## src/rtl/wb_dst_track.sv

```systemverilog
// Write-back destination tracker: shifts the ID destination through ID/EX, EX/MEM and MEM/WB
// and derives the busy-register mask, stall cycle counter and stall watchdog flag for hazard detection.
module wb_dst_track #(
    parameter int CNT_W     = 16,
    parameter int MAX_STALL = 3
) (
    input  logic             clk,
    input  logic             rst_n,
    input  logic [3:0]       id_dst,
    input  logic             id_wrt,
    input  logic             id_valid,
    input  logic             stall,
    input  logic             flush,
    input  logic             halt,
    output logic [3:0]       id_ex_wb_dst,
    output logic             id_ex_wrt,
    output logic [3:0]       ex_mem_wb_dst,
    output logic             ex_mem_wrt,
    output logic [3:0]       mem_wb_dst,
    output logic             mem_wb_wrt,
    output logic [15:0]      busy_mask,
    output logic             pipe_empty,
    output logic [CNT_W-1:0] stall_cnt,
    output logic             stall_err
);

    // Run counter only needs to reach MAX_STALL; one extra bit keeps saturation well above it.
    localparam int RUN_W = $clog2(MAX_STALL + 2) + 1;

    logic [3:0]       id_ex_dst_r;
    logic             id_ex_wrt_r;
    logic [3:0]       ex_mem_dst_r;
    logic             ex_mem_wrt_r;
    logic [3:0]       mem_wb_dst_r;
    logic             mem_wb_wrt_r;
    logic [CNT_W-1:0] stall_cnt_r;
    logic [RUN_W-1:0] run_cnt_r;
    logic             stall_err_r;
    logic             bubble_s;
    logic [15:0]      busy_mask_s;

    function automatic logic [15:0] dst_onehot(input logic [3:0] dst, input logic wrt);
        logic [15:0] oh;
        oh = 16'h0000;
        if (wrt) begin
            oh[dst] = 1'b1;
        end else begin
            oh = 16'h0000;
        end
        return oh;
    endfunction

    // Bubble selection and busy-mask decode of the registered stages.
    always_comb begin
        bubble_s    = stall | flush | ~id_valid;
        busy_mask_s = dst_onehot(id_ex_dst_r, id_ex_wrt_r)
                    | dst_onehot(ex_mem_dst_r, ex_mem_wrt_r)
                    | dst_onehot(mem_wb_dst_r, mem_wb_wrt_r);
    end

    // Stage registers: downstream stages always drain, ID/EX takes a bubble on stall/flush/invalid.
    always_ff @(posedge clk or negedge rst_n) begin
        if (!rst_n) begin
            id_ex_dst_r  <= 4'd0;
            id_ex_wrt_r  <= 1'b0;
            ex_mem_dst_r <= 4'd0;
            ex_mem_wrt_r <= 1'b0;
            mem_wb_dst_r <= 4'd0;
            mem_wb_wrt_r <= 1'b0;
        end else if (!halt) begin
            mem_wb_dst_r <= ex_mem_dst_r;
            mem_wb_wrt_r <= ex_mem_wrt_r;
            ex_mem_dst_r <= id_ex_dst_r;
            ex_mem_wrt_r <= id_ex_wrt_r;
            if (bubble_s) begin
                id_ex_dst_r <= 4'd0;
                id_ex_wrt_r <= 1'b0;
            end else begin
                id_ex_dst_r <= id_dst;
                id_ex_wrt_r <= id_wrt & (id_dst != 4'd0);
            end
        end
    end

    // Stall statistics: saturating total count, consecutive-run count and sticky watchdog.
    always_ff @(posedge clk or negedge rst_n) begin
        if (!rst_n) begin
            stall_cnt_r <= {CNT_W{1'b0}};
            run_cnt_r   <= {RUN_W{1'b0}};
            stall_err_r <= 1'b0;
        end else if (!halt) begin
            if (stall) begin
                if (stall_cnt_r != {CNT_W{1'b1}}) begin
                    stall_cnt_r <= stall_cnt_r + CNT_W'(1);
                end
                if (run_cnt_r != {RUN_W{1'b1}}) begin
                    run_cnt_r <= run_cnt_r + RUN_W'(1);
                end
                if (run_cnt_r == RUN_W'(MAX_STALL)) begin
                    stall_err_r <= 1'b1;
                end
            end else begin
                run_cnt_r <= {RUN_W{1'b0}};
            end
        end
    end

    assign id_ex_wb_dst  = id_ex_dst_r;
    assign id_ex_wrt     = id_ex_wrt_r;
    assign ex_mem_wb_dst = ex_mem_dst_r;
    assign ex_mem_wrt    = ex_mem_wrt_r;
    assign mem_wb_dst    = mem_wb_dst_r;
    assign mem_wb_wrt    = mem_wb_wrt_r;
    assign busy_mask     = busy_mask_s;
    assign pipe_empty    = ~(id_ex_wrt_r | ex_mem_wrt_r | mem_wb_wrt_r);
    assign stall_cnt     = stall_cnt_r;
    assign stall_err     = stall_err_r;

endmodule
```

## config.mk

```make
export PLATFORM = sky130hd
export DESIGN_NAME = wb_dst_track
export DESIGN_NICKNAME = d
export VERILOG_FILES = /design/src/rtl/wb_dst_track.sv
export SDC_FILE = /design/constraint.sdc
export NUM_CORES = 1
export LEC_CHECK = 0
export BUFFER_PORTS_ARGS = -buffer_cell sky130_fd_sc_hd__buf_2
export CORE_UTILIZATION = 47
export DETAILED_ROUTE_END_ITERATION = 12
export PLACE_DENSITY = 0.73
export SLEW_MARGIN = 0
export SYNTH_ARGS = -nofsm -noshare
export SYNTH_HDL_FRONTEND = slang
export SYNTH_SLANG_ARGS = --single-unit
```

## constraint.sdc

```tcl
create_clock -name clk -period 1.5 [get_ports clk]
set_input_delay 0.225 -clock clk [delete_from_list [all_inputs] [get_ports clk]]
set_output_delay 0.225 -clock clk [all_outputs]
set_load 0.005 [all_outputs]
```

[Word level (Yosys, flattened, before mapping)]
Cells that the tools add are included.
Cells by class
  add/sub/neg operators: 2
  order comparisons: 6
  eq/ne operators: 4
  mux-type cells: 13
  bitwise operators: 10
  reduce and logical (&&, ||, !) cells: 7
Operators with widths (number)
  two-way mux 16 bit: 3
  OR 16 bit: 2
  adder 16 x 1 -> 16 bit (second input constant): 1
  inequality test 16 bit (second input constant): 1
  less-than comparator 4 x 5 -> 1 bit (second input constant): 3
  demux 1 bit (select 4 bit): 3
  greater-or-equal comparator 4 x 1 -> 1 bit (second input constant): 3
  two-way mux 4 bit: 3
  AND reduction 3 bit: 2
  adder 4 x 1 -> 4 bit (second input constant): 1
  equality test 4 x 2 -> 1 bit (second input constant): 1
  two-way mux 1 bit: 4
  inequality test 4 bit (second input constant): 1
  OR 1 bit: 4
  nonzero test 4 bit: 1
  logical AND 1 bit: 3
  NOT 1 bit: 3
  inequality test 2 x 1 -> 1 bit (second input constant): 1
  AND reduction 2 bit: 1
  bitwise AND 1 bit: 1
Word-level totals
  bits in registers: 36
  bits of input ports: 11
  output and inout port bits: 49
  word-level logic and storage cells: 51

[Depth between registers and ports, before layout]
  word-level depth: 7
  gate-level depth with buffers: 5
  depth with buffers taken out: 5

[Worst setup path after synthesis]
Ideal clock, no wire load.
  kind: reg-to-reg
  start: reg stall_cnt_r[0] (netlist: stall_cnt[0])
  end: reg stall_cnt_r[1] (netlist: stall_cnt[1])
  setup time: 128 ps
  arrival: 1507 ps
  required time: 1372 ps
  slack: -134 ps
  cell stages (with the launch flop): 5
  path buffers: 0
  clock period less this slack: 1634 ps
  cells stage by stage: dfrtp_1 -> ha_1 -> nand3_1 -> o41ai_4 -> mux2_1
On the way
  word-level cells in the longest chain between the ends: 2
  elaborated cells on any way between the ends: 3
  those cells by class: add/sub (1); eq/ne (1); reduce/logical (1)
RTL lines
  start: declaration: RTL line 36  | logic [CNT_W-1:0] stall_cnt_r;
  start signal: assignment: RTL line 88  | stall_cnt_r <= {CNT_W{1'b0}};
  start signal: assignment: RTL line 94  | stall_cnt_r <= stall_cnt_r + CNT_W'(1);
  parallel branches: the longest is 2 deep, another holds adder 16 x 1 -> 16 bit
Several ways; the timed one is not identified.
A chain may end at the register's enable or synchronous reset.

[Worst setup path after layout]
  start: reg ex_mem_dst_r[3] (netlist: ex_mem_wb_dst[3])
  end: out busy_mask[14]
On the way
  word-level cells in the longest chain between the ends: 7
  elaborated cells on any way between the ends: 8
  those cells by class: order compare (2); mux (3); bitwise (2); reduce/logical (1)
RTL lines
  start: declaration: RTL line 32  | logic [3:0] ex_mem_dst_r;
  start signal: assignment: RTL line 73  | ex_mem_dst_r <= id_ex_dst_r;
  less-than comparator 4 x 5 -> 1 bit (not written as such) / greater-or-equal comparator 4 x 1 -> 1 bit (equally long branches): RTL line 46  | oh[dst] = 1'b1;
  logical AND 1 bit (not written as such): RTL line 46
  two-way mux 1 bit (not written as such): RTL line 46
  demux 1 bit (select 4 bit) *: RTL line 46
  two-way mux 16 bit *: RTL line 45  | if (wrt) begin
  OR 16 bit *: RTL line 57  | | dst_onehot(ex_mem_dst_r, ex_mem_wrt_r)
  OR 16 bit *: RTL line 58  | | dst_onehot(mem_wb_dst_r, mem_wb_wrt_r);
  end: declaration: RTL line 21  | output logic [15:0] busy_mask,
Every way passes the cells marked *; elsewhere a longest branch is shown, timed or not.

==> reports/metrics.cfg <==
[run_status]
outcome = finished with violations
violations = negative setup slack

[finish]
nets = 347
antenna_cells = 0
stdcell_count = 387
drive_gt1_share_pct = 57.3
syn_to_final_growth_pct = 49.8
fin_util_pct = 73.4

[timing]
max_freq_ghz = 0.592
tightest_slew_ps = 466
holdWs_ps = 158
drv_slew = 0
finalCriticalPeriod_ps = 1690
maxSlewHeadroom_pct = 68.9
setup_viol = 17
finalHoldViolCount = 0
worst_slack_ps = -189
finalCritPeriodShare_pct = 113
setup-tns-final_ps = -2450
rsz0062_at_grt = true
skew_ps = 4.23

[synth]
synth_area_mm2 = 0.00215
yosys_warnings = 0
synthTopCellsByCount = 36 x dfrtp_1, 32 x nand2_1, 20 x nand3_1, 13 x nor2_1, 12 x a22oi_1
yosys-top-cells-area = dfrtp_1 42%, nand2_1 5.6%, mux2_2 5.2%, nand3_1 4.7%, a22oi_1 4.2%
synth_edf_count = 0
synth_top_cell_area_share_pct = 41.9
syn-num-nets = 232
synth.most_common_cell = dfrtp_1
yosysTopAreaCell = dfrtp_1
synth-seq-area-share_pct = 41.9
synth_cell_types = 49
synth.ff_latch_count = 36
syn_area_per_cell_um2 = 9.82
synth_cells = 219
async_reset_ff_share_pct = 100
synthFlopType = dfrtp_1

[clocking]
cts_buffers = 5
cts_htree_levels = 2
clock_path_buffers = 2
ctsRootBufferMaster = clkbuf_8
clk_transition_reported_paths_ps = 70
tritoncts = built
insertion_delay_ps = 290
numClockSinks = 36

[global_routing]
grt_pass1_wl_um = 9670
overflow = 0
grt_use_total_pct = 25.1
grt_max_degree = 22
grt_pass1_vias = 2091
antenna_found_initial = 0

[place]
io_buffers = 59
dp.cells = 362
routabilityCongestion = 0.905
place_ws_ps = -31.9
dp_hpwl_um = 4250

[critical_path]
required_ps = 1270
crit_chain = and3_4 > a222oi_1 > inv_1 > buf_2
cp.arrival_ps = 1460
critPathBufInv = 2
rr_startpoint = stall_cnt[0]
crit_path_end_kind = primary output
max_stage_delay_ps = 450
cp_top_family = flip-flops
start_kind = flip-flop
crit_path_max_fanout = 6
crit_slowest_cell = dfrtp_2
worst-setup-path-type = flip-flop to primary output
cp-startpoint = ex_mem_wb_dst[3]

[die]
coreArea_mm2 = 0.00438
start_util_pct = 49.0
die_w_um = 69.6
row_count = 24
die_h_um = 69.6
die_area_mm2 = 0.00485
io_pins = 60

[routing]
routedWlPerCell_um = 16.8
vias = 2278
routed_via_density = 5.89
drt-initial-drc-count = 181
drtAntennaViolNets = 0
drtPass1Iterations = 7
drc = 0
wl_um = 6490

[power_and_ir_drop]
leakage_uw = 0.00168
power.density_mw_per_mm2 = 933
ir_drop_mv = 0.750

[flow_run]
maxCapViolCount = 0

[hold_path]
holdCritPathClass = input port to flip-flop
hold_path_startpoint = id_dst[0]

flip-flops by register name, indices dropped and copies added (netlist names):
signal,cells
stall_cnt,16
ex_mem_wb_dst,4
id_ex_wb_dst,4
mem_wb_dst,4
run_cnt_r,4
ex_mem_wrt,1
id_ex_wrt,1
mem_wb_wrt,1
stall_err,1
stage by stage:
step                      total power, µW  area [µm²]
final                                3000        3220
after floorplan                      1640        2190
after CTS                            2980        3070
after global placement               2030        2830
after detailed placement             2060        2830
after global routing                 3160        3220
timing repair:
item                                   CTS  global route
gates resized for setup                 21            25
endpoints found under the hold margin   17             0
hold buffers                             1             0
setup buffers                            8             8
setup endpoints to repair               20            24
pin swaps                                6            15
final timing paths:
check / to / slack, ps / cells after the start
max in group asynchronous: ex_mem_wb_dst[3] / 590 / 3
min reg2reg: stall_err / 490 / 1
min: id_ex_wb_dst[0] / 160 / 2
max: busy_mask[14] / -190 / 4
max reg2reg: stall_cnt[14] / -30 / 5
min in group asynchronous: mem_wb_dst[1] / 430 / 2
layout make-up:
type / instances / area, µm²
inverters: 6 / 22.5
fillers: 313 / 1160
clock buffers: 5 / 68.8
clock inverters: 3 / 42.5
well taps: 52 / 65.1
repair buffers: 115 / 738
multi-input cells: 170 / 1370
flip-flops and latches: 36 / 917
logic make-up (layout without fill, tap and decap cells):
group                      count (synthesis)  count (layout)  share of synthesized area (%)
and+or+nand+nor                          109             109                           30.4
AOI/OAI and AO/OA                         36              36                           12.9
DFF                                       36              36                           41.9
muxes                                     16              16                           8.44
buffers and inverters                     13             129                           2.27
xor gates and xnor gates                   7               7                           2.85
adders and majority gates                  2               2                           1.16
power by group:
| group | internal (µW) | switching, µW | leakage [µW] |
|---|---|---|---|
| combinational | 462 | 396 | 0.00116 |
| clock | 492 | 364 | 0.0000541 |
| sequential | 1110 | 177 | 0.000461 |
| total | 2070 | 937 | 0.00168 |
cell usage in the layout (no fill, tap or decap), types with 4 or more instances in the layout:
cell,synthesis,final
nand2_1,32,29
nand3_2,1,5
nand3_1,20,15
clkbuf_8,0,5
a21oi_1,6,6
nor2_2,0,6
nand2_2,1,4
inv_1,6,6
nor2_1,13,7
dfrtp_2,0,13
buf_4,0,52
nor3_2,1,4
a22oi_1,12,8
nor2b_1,7,5
buf_2,0,59
a22o_1,4,4
dfrtp_1,36,23
a22oi_2,0,4
xor2_1,4,4
mux2_2,10,10
per-layer routing:
layer,vias up,wire [µm],global-route usage (%)
li1,1040,-,-
met3,17,438,5.96
met5,-,0,0
met4,0,155,10.0
met1,1105,2650,31.5
met2,116,3250,41.9
Note: power is estimated with default switching activity, not from simulation.
